--- src/rtl/stopwatch_pkg.sv ---
// Shared types and default timing constants for the stopwatch control unit
// and the BCD digit-counter chain it drives.
package stopwatch_pkg;

  typedef enum logic [1:0] {
    IDLE  = 2'd0,
    RUN   = 2'd1,
    LAP   = 2'd2,
    PAUSE = 2'd3
  } sw_state_t;

  localparam int unsigned SW_CLK_DIV         = 260000;
  localparam int unsigned SW_DEBOUNCE_CYCLES = 65536;

  function automatic logic sw_is_running(input sw_state_t s);
    return (s == RUN) || (s == LAP);
  endfunction

endpackage

--- src/rtl/stopwatch_ctrl_if.sv ---
// Button inputs and counter-chain control outputs of the stopwatch controller.
// master = controller side, slave = board/counter-chain side.
interface stopwatch_ctrl_if;
  import stopwatch_pkg::*;

  logic      btn_ss;
  logic      btn_lr;
  logic      tick_100hz;
  logic      count_clr;
  logic      display_hold;
  logic      running;
  sw_state_t state_o;

  modport master (
    input  btn_ss, btn_lr,
    output tick_100hz, count_clr, display_hold, running, state_o
  );

  modport slave (
    output btn_ss, btn_lr,
    input  tick_100hz, count_clr, display_hold, running, state_o
  );
endinterface

--- src/rtl/stopwatch_ctrl_btn_debounce.sv ---
// One button input path: 2-FF synchroniser, debounce counter, rising-edge press pulse.
module btn_debounce #(
  parameter int unsigned DEBOUNCE_CYCLES = 65536
) (
  input  logic clk,
  input  logic reset,
  input  logic btn_i,
  output logic press_o
);
  localparam int unsigned CNT_W = $clog2(DEBOUNCE_CYCLES + 1);

  logic             s1_q, s2_q;
  logic             stable_q, stable_d;
  logic             press_q, press_d;
  logic [CNT_W-1:0] cnt_q, cnt_d;

  // Counter only runs while the synced level differs from the accepted one,
  // so any bounce back to the accepted level restarts it.
  always_comb begin
    stable_d = stable_q;
    press_d  = 1'b0;
    cnt_d    = '0;
    if (s2_q != stable_q) begin
      if (cnt_q == CNT_W'(DEBOUNCE_CYCLES - 1)) begin
        stable_d = s2_q;
        press_d  = s2_q;
      end else begin
        cnt_d = cnt_q + 1'b1;
      end
    end
  end

  always_ff @(posedge clk or posedge reset) begin
    if (reset) begin
      s1_q     <= 1'b0;
      s2_q     <= 1'b0;
      stable_q <= 1'b0;
      press_q  <= 1'b0;
      cnt_q    <= '0;
    end else begin
      s1_q     <= btn_i;
      s2_q     <= s1_q;
      stable_q <= stable_d;
      press_q  <= press_d;
      cnt_q    <= cnt_d;
    end
  end

  assign press_o = press_q;
endmodule

--- src/rtl/stopwatch_ctrl.sv ---
// Stopwatch control: debounced start/stop and lap/clear buttons, run/lap/pause/idle
// FSM, and the 0.01 s tick prescaler feeding the digit-counter chain.
module stopwatch_ctrl
  import stopwatch_pkg::*;
#(
  parameter int unsigned CLK_DIV         = SW_CLK_DIV,
  parameter int unsigned DEBOUNCE_CYCLES = SW_DEBOUNCE_CYCLES
) (
  input logic               clk,
  input logic               reset,
  stopwatch_ctrl_if.master  sw
);
  localparam int unsigned PRESC_W = $clog2(CLK_DIV);

  logic               press_ss, press_lr;
  sw_state_t          state_q, state_d;
  logic [PRESC_W-1:0] presc_q, presc_d;
  logic               clr_q, clr_d;
  logic               run_w, wrap_w;

  btn_debounce #(.DEBOUNCE_CYCLES(DEBOUNCE_CYCLES)) u_db_ss (
    .clk(clk), .reset(reset), .btn_i(sw.btn_ss), .press_o(press_ss)
  );

  btn_debounce #(.DEBOUNCE_CYCLES(DEBOUNCE_CYCLES)) u_db_lr (
    .clk(clk), .reset(reset), .btn_i(sw.btn_lr), .press_o(press_lr)
  );

  assign run_w  = sw_is_running(state_q);
  assign wrap_w = (presc_q == PRESC_W'(CLK_DIV - 1));

  // Start/stop is tested first so it wins a same-cycle collision with lap/clear.
  always_comb begin
    state_d = state_q;
    clr_d   = 1'b0;
    presc_d = presc_q;
    if (run_w) presc_d = wrap_w ? '0 : presc_q + 1'b1;
    case (state_q)
      IDLE:  if (press_ss) state_d = RUN;
      RUN:   if (press_ss) state_d = PAUSE;
             else if (press_lr) state_d = LAP;
      LAP:   if (press_ss) state_d = PAUSE;
             else if (press_lr) state_d = RUN;
      PAUSE: if (press_ss) state_d = RUN;
             else if (press_lr) begin
               state_d = IDLE;
               clr_d   = 1'b1;
               presc_d = '0;
             end
      default: state_d = IDLE;
    endcase
  end

  always_ff @(posedge clk or posedge reset) begin
    if (reset) begin
      state_q <= IDLE;
      presc_q <= '0;
      clr_q   <= 1'b0;
    end else begin
      state_q <= state_d;
      presc_q <= presc_d;
      clr_q   <= clr_d;
    end
  end

  assign sw.tick_100hz   = run_w & wrap_w;
  assign sw.count_clr    = clr_q;
  assign sw.display_hold = (state_q == LAP);
  assign sw.running      = run_w;
  assign sw.state_o      = state_q;
endmodule
--- src/flat_wrapper.sv ---
// flat-port wrapper written by rule: the top's interface ports become plain ports
module stopwatch_ctrl_flat import stopwatch_pkg::*;
#(
  parameter int unsigned CLK_DIV         = SW_CLK_DIV,
  parameter int unsigned DEBOUNCE_CYCLES = SW_DEBOUNCE_CYCLES
)
  (clk, reset, sw_btn_ss, sw_btn_lr, sw_tick_100hz, sw_count_clr, sw_display_hold, sw_running, sw_state_o);
  stopwatch_ctrl_if sw_i ();
  input logic clk;
  input logic reset;
  input wire logic [$bits(sw_i.btn_ss)-1:0] sw_btn_ss;
  input wire logic [$bits(sw_i.btn_lr)-1:0] sw_btn_lr;
  output wire logic [$bits(sw_i.tick_100hz)-1:0] sw_tick_100hz;
  output wire logic [$bits(sw_i.count_clr)-1:0] sw_count_clr;
  output wire logic [$bits(sw_i.display_hold)-1:0] sw_display_hold;
  output wire logic [$bits(sw_i.running)-1:0] sw_running;
  output wire logic [$bits(sw_i.state_o)-1:0] sw_state_o;
  assign sw_i.btn_ss = sw_btn_ss;
  assign sw_i.btn_lr = sw_btn_lr;
  assign sw_tick_100hz = sw_i.tick_100hz;
  assign sw_count_clr = sw_i.count_clr;
  assign sw_display_hold = sw_i.display_hold;
  assign sw_running = sw_i.running;
  assign sw_state_o = sw_i.state_o;
  stopwatch_ctrl #(.CLK_DIV(CLK_DIV), .DEBOUNCE_CYCLES(DEBOUNCE_CYCLES)) u_core (.clk(clk), .reset(reset), .sw(sw_i));
endmodule
--- config.mk ---
export PLATFORM = sky130hd
export DESIGN_NAME = stopwatch_ctrl_flat
export DESIGN_NICKNAME = d
export VERILOG_FILES = /design/src/rtl/stopwatch_pkg.sv /design/src/rtl/stopwatch_ctrl_if.sv /design/src/rtl/stopwatch_ctrl_btn_debounce.sv /design/src/rtl/stopwatch_ctrl.sv /design/src/flat_wrapper.sv
export SDC_FILE = /design/constraint.sdc
export NUM_CORES = 1
export LEC_CHECK = 0
export BUFFER_PORTS_ARGS = -buffer_cell sky130_fd_sc_hd__buf_2
export CORE_ASPECT_RATIO = 2
export CORE_MARGIN = 1
export CORE_UTILIZATION = 56
export DETAILED_ROUTE_END_ITERATION = 8
export PLACE_DENSITY = 0.76
export SETUP_SLACK_MARGIN = 0.5
export SYNTH_ARGS = -nofsm -noshare
export SYNTH_HDL_FRONTEND = slang
export SYNTH_SLANG_ARGS = --single-unit
--- constraint.sdc ---
create_clock -name clk -period 3.4 [get_ports clk]
set_input_delay 0.34 -clock clk [delete_from_list [all_inputs] [get_ports clk]]
set_output_delay 0.34 -clock clk [all_outputs]
set_load 0.01 [all_outputs]
Word-level counts from Yosys, hierarchy flattened. Index checks and enable logic that the tools add are counted.

Add/sub/neg operators: 3. Equality and inequality tests: 12. Mux-type cells: 24. Bitwise logic cells: 1. Reduce and logical (&&, ||, !) cells: 5.

Operators by type and width (count): 18-bit two-way mux (5); 17-bit two-way mux (4); 17-bit by 1-bit adder with 17-bit output (second input constant) (2); 17-bit by 16-bit equality test with 1-bit output (second input constant) (2); 18-bit by 1-bit adder with 18-bit output (second input constant) (1); 18-bit equality test (second input constant) (1); 2-bit two-way mux (7); 2-bit one-hot mux with 4 select lines (1); 1-bit two-way mux (7); 3-bit inequality test (second input constant) (2); 2-bit equality test (second input constant) (2); 2-bit AND reduction (2); 4-bit AND reduction (1); 3-bit by 1-bit inequality test with 1-bit output (second input constant) (1); 2-bit by 1-bit equality test with 1-bit output (second input constant) (1); 2-bit zero test (1); 1-bit inequality test (2); 2-bit inequality test (second input constant) (1); 1-bit AND (1); 1-bit logical OR (1).

Register bits: 63. Input port bits: 4. Output and inout bits: 6. Logic and storage cells: 58.

Depth between registers and ports, before layout.
Depth in word-level cells: 6. Depth in mapped cells: 8.

Modules after synthesis. From an unflattened synthesis, not the netlist that was laid out.

Cells, all modules: 304. Area, all modules: 3108.0 µm².

By module, submodules not included: btn_debounce (instances 2, cells an instance 94, area an instance 970.9 µm², sequential area each 525.5 µm²); stopwatch_ctrl (instances 1, cells an instance 116, area an instance 1166.1 µm², sequential area each 525.5 µm²).

Worst setup path before layout. OpenSTA, ideal clock, no wires.

Path kind: register -> register. From: reg u_core.state_q[1] (netlist: u_core.sw.state_o[1]). To: reg u_core.presc_q[10]. Library setup time: 132 ps. Arrival: 2218 ps. Data required time: 3268 ps. Slack: 1050 ps. Stages on the path, launching flop included: 9. Buffers on the path: 2. Period minus slack after synthesis: 2350 ps. Cells stage by stage: dfrtp_1 > inv_1 > ha_1 > clkbuf_1 > and3_1 > nand4_1 > o22ai_1 > clkbuf_1 > nor2_1.

Longest elaborated chain between the ends: 6. Elaborated cells on any way between the ends: 8. Those cells by class: 3 x eq/ne; 4 x mux; 1 x reduce/logical.

Ends and longest elaborated chain: start: declaration (line stopwatch_ctrl.sv:16) `sw_state_t state_q, state_d;`; start signal: assignment (line stopwatch_ctrl.sv:60) `state_q <= state_d;`; 2-bit by 1-bit equality test with 1-bit output / 2-bit equality test (equally long branches) (line stopwatch_pkg.sv:16) `return (s == RUN) || (s == LAP);`; 1-bit logical OR * (line stopwatch_pkg.sv:16); net sw_running (line flat_wrapper.sv:16) `output wire logic [$bits(sw_i.running)-1:0] sw_running;`; 18-bit two-way mux * (line stopwatch_ctrl.sv:37) `if (run_w) presc_d = wrap_w ? '0 : presc_q + 1'b1;`; 18-bit two-way mux (line stopwatch_ctrl.sv:45) `else if (press_lr) begin`; 18-bit two-way mux (line stopwatch_ctrl.sv:44) `PAUSE: if (press_ss) state_d = RUN;`; 18-bit two-way mux * (line stopwatch_ctrl.sv:38) `case (state_q)`; net u_core.presc_d[10] (line stopwatch_ctrl.sv:17) `logic [PRESC_W-1:0] presc_q, presc_d;`; end signal: assignment (line stopwatch_ctrl.sv:61) `presc_q <= presc_d;`; end: declaration (line stopwatch_ctrl.sv:17).

Mark *: on every way through the listed nets, which the timed path passes. The rest lies on a longest branch. A chain may end at the register's enable or synchronous reset.

Worst setup path after layout.
From: reg u_core.state_q[1] (netlist: u_core.sw.state_o[1]). To: out sw_tick_100hz.

Longest elaborated chain between the ends: 3. Elaborated cells on any way between the ends: 4. Those cells by class: 2 x eq/ne; 1 x bitwise; 1 x reduce/logical.

Ends and longest elaborated chain: 2-bit by 1-bit equality test with 1-bit output / 2-bit equality test (equally long branches) (line stopwatch_pkg.sv:16); 1-bit logical OR * (line stopwatch_pkg.sv:16); 1-bit AND * (line stopwatch_ctrl.sv:66) `assign sw.tick_100hz = run_w & wrap_w;`; end: declaration (line flat_wrapper.sv:13) `output wire logic [$bits(sw_i.tick_100hz)-1:0] sw_tick_100hz;`.

Mark *: on every way between the ends. The rest lies on a longest branch, timed or not.

==> reports/qor.yml <==
status: "finished, final reports clean"
numClockSinks: 63
grt_pass1_vias: 2272
pwr_density_cell_nw_per_um2: 424
post-route-period-util_pct: 72.9
netlist_top_cells_count: "63 x dfrtp_1, 55 x nor2_1, 30 x xnor2_1, 19 x nand2_1, 15 x nand4_1"
post-route-min-period_ns: 2.48
grt_antenna_before_repair: 0
critPathLaunchType: "register"
clk_pin_slew_ns: 0.07
grt_max_degree: 38
rows: 37
dp_slack_ns: 0.997
critPathSlowestCell: "dfrtp_1"
timing.slew.headroom_pct: 46.8
synth_cells: 297
cts_inserted_buffers: 9
synth_cell_types: 43
hp-class: "input port to register"
leakage_nw: 1.45
power.switching_mw: 0.308
fin_ws_ns: 0.922
cts_tree: "done"
ios: 10
initial_core_util_pct: 58.9
die-area_um2: 5820
clock_latency_ns: 0.35
syn-num-nets: 309
htreeDepth: 3
power_frac_clock_pct: 43.7
finClkSkew_ns: 0.00810
dr.pass1.iters: 4
synth.area.top_cells: "dfrtp_1 51%, xnor2_1 8.5%, nor2_1 6.7%, xor2_1 3.7%, ha_1 3.2%"
synth_async_sr_flop_share_pct: 100
grtUsageTotal_pct: 23.9
synthSimpleGateAreaFrac_pct: 25.5
crit_required_ns: 3.06
cp_cell_sequence: "inv_1, ha_1, and3_1, nand4_1, nor2_1, buf_2"
synth-edff-count: 0
cts-hold-fix-buffers: 0
core_region_area_um2: 5230
synth_compound_gate_area_share_pct: 4.79
synthMuxAreaShare_pct: 1.02
cp.arrival_ns: 2.14
nets: 327
drv_cap: 0
end_kind: "output pin"
drt_iter0_drc: 42
drive_gt1_share_pct: 12.2
cp_max_fo: 8
p_int_mw: 1.12
ctsResizeCount: 0
holdPathStages: 1
routabilityCongestion: 0.816
wl_per_cell_um: 15.3
antenna_cells: 0
synthXorXnorAreaFrac_pct: 12.2
drv_slew: 0
ys_seq_area_share_pct: 51.2
synth_area_um2: 3080
via_per_inst: 5.81
fmax_mhz: 404
wl_met2_um: 3380
hold_viol: 0
yosysWarnings: 0
numPortBuffers: 9
synth_area_leader_cell: "dfrtp_1"
synth_fa_ha_area_share_pct: 3.25
synth_top_area_share_pct: 51.2
synthMostInstantiatedCell: "dfrtp_1"
wl_met1_um: 2130
p_sw_share_pct: 21.5
seq_power_share_pct: 53.7
synthToLayoutAreaGrowth_pct: 9.63
crit_type: "register to output pin"
tightest_slew_ns: 0.795
fin_setup_tns_ns: 0
grt_overflow: 0
grt_setup_unrepaired: "false"
n_fill_cell: 439
ff_latch_area_um2: 1580
drt_wl_total_um: 5800
ir_drop_mv: 0.444
drtAntennaViolNets: 0
place_hpwl_um: 4160
cts-root-buf: "clkbuf_8"
post_cts_buffers: 0
reg2reg_depth: 5
finalSetupViolations: 0
top_layer: "met4"
ys.flop_type: "dfrtp_1"
wl_met3_um: 121
ys_ff_latch: 63
dieHeight_um: 107
synth_top_family_by_area: "simple AND/OR/NAND/NOR gates"
multi_input_area_um2: 1440
combPwrFrac_pct: 2.6
cts_max_path_buffers: 2
vias: 2198
grt_pass1_wl_um: 9650
dieWidth_um: 54.4
syn_area_per_cell_um2: 10.4
slowest_delay_ns: 0.49
drc: 0
critical path, delay by kind of cell (launching register included):
family	cells	cell delay (ns)
buffers and inverters	2	0.29
DFF	1	0.49
and+or+nand+nor	3	0.59
adders and majority gates	1	0.43
registers in the layout, indices dropped and copies added (netlist names):
signal,cells
u_core.u_db_ss.s1_q,1
u_core.u_db_ss.stable_q,1
u_core.u_db_lr.s1_q,1
u_core.u_db_lr.stable_q,1
u_core.u_db_lr.s2_q,1
u_core.sw.state_o,2
u_core.u_db_lr.cnt_q,17
u_core.u_db_lr.press_o,1
u_core.u_db_ss.press_o,1
u_core.u_db_ss.cnt_q,17
u_core.u_db_ss.s2_q,1
u_core.presc_q,18
u_core.sw.count_clr,1
kinds of logic (layout without fill, tap and decap cells):
family,Yosys count,in the layout
mux,3,3
fa+ha+maj,8,8
xor+xnor,43,43
buf+inv,14,37
compound gates,17,17
simple gates,149,149
flops,63,63
stage by stage:
step	util, %	cell area (µm²)	hold slack (ns)	power, mW	std cells
finish	64.6	3380	0.0937	1.43	378
global route	64.6	3380	0.0766	1.49	378
CTS	64.6	3380	0.0783	1.45	378
detailed placement	60.9	3190	0.336	0.820	362
global placement	60.9	3190	0.333	0.819	362
floorplan	-	3080	0.331	0.809	297
cell usage in the layout, fill, tap and decap left out, types with 10 or more instances in the layout:
cell type | Yosys | final
dfrtp_1 | 63 | 63
nor4_1 | 13 | 13
nand2_1 | 19 | 19
nand3_1 | 14 | 14
nand4_1 | 15 | 15
xnor2_1 | 30 | 30
nor3_1 | 11 | 11
nor2_1 | 55 | 55
xor2_1 | 13 | 13
clkbuf_8 | 0 | 10
power by group through the flow:
stage          Clock (mW)  Combinational [mW]  Sequential [mW]
3_3_place_gp            0              0.0389            0.781
4_1_cts             0.643              0.0397            0.768
3_5_place_dp            0              0.0391            0.781
2_1_floorplan           0              0.0300            0.779
5_1_grt             0.678              0.0444            0.768
6_report            0.625              0.0379            0.768
final timing paths:
check                                         from                  endpoint  slack [ns]
max reg2reg                u_core.u_db_lr.cnt_q[0]  u_core.u_db_lr.cnt_q[11]        1.04
max in group asynchronous                    reset   u_core.u_db_ss.cnt_q[8]        2.43
min reg2reg                    u_core.u_db_lr.s1_q       u_core.u_db_lr.s2_q        0.35
min in group asynchronous                    reset       u_core.sw.count_clr        0.12
min                                      sw_btn_lr       u_core.u_db_lr.s1_q        0.09
max                           u_core.sw.state_o[1]             sw_tick_100hz        0.92
final cells by class:
type,count,area share [%]
clock inverter,4,1.33
multi-input combinational,220,42.6
clock buffer,12,4.30
sequential,63,46.7
tap,58,2.15
timing repair buffer,11,1.78
inverter,10,1.11
layer usage:
metal / vias to the layer above / global-route usage, %
met2: 27 / 43.3
met4: 0 / 15.0
met5: - / 0
met3: 15 / 6.52
met1: 1078 / 20.9
li1: 1078 / -
(Power assumes the default switching activity.)
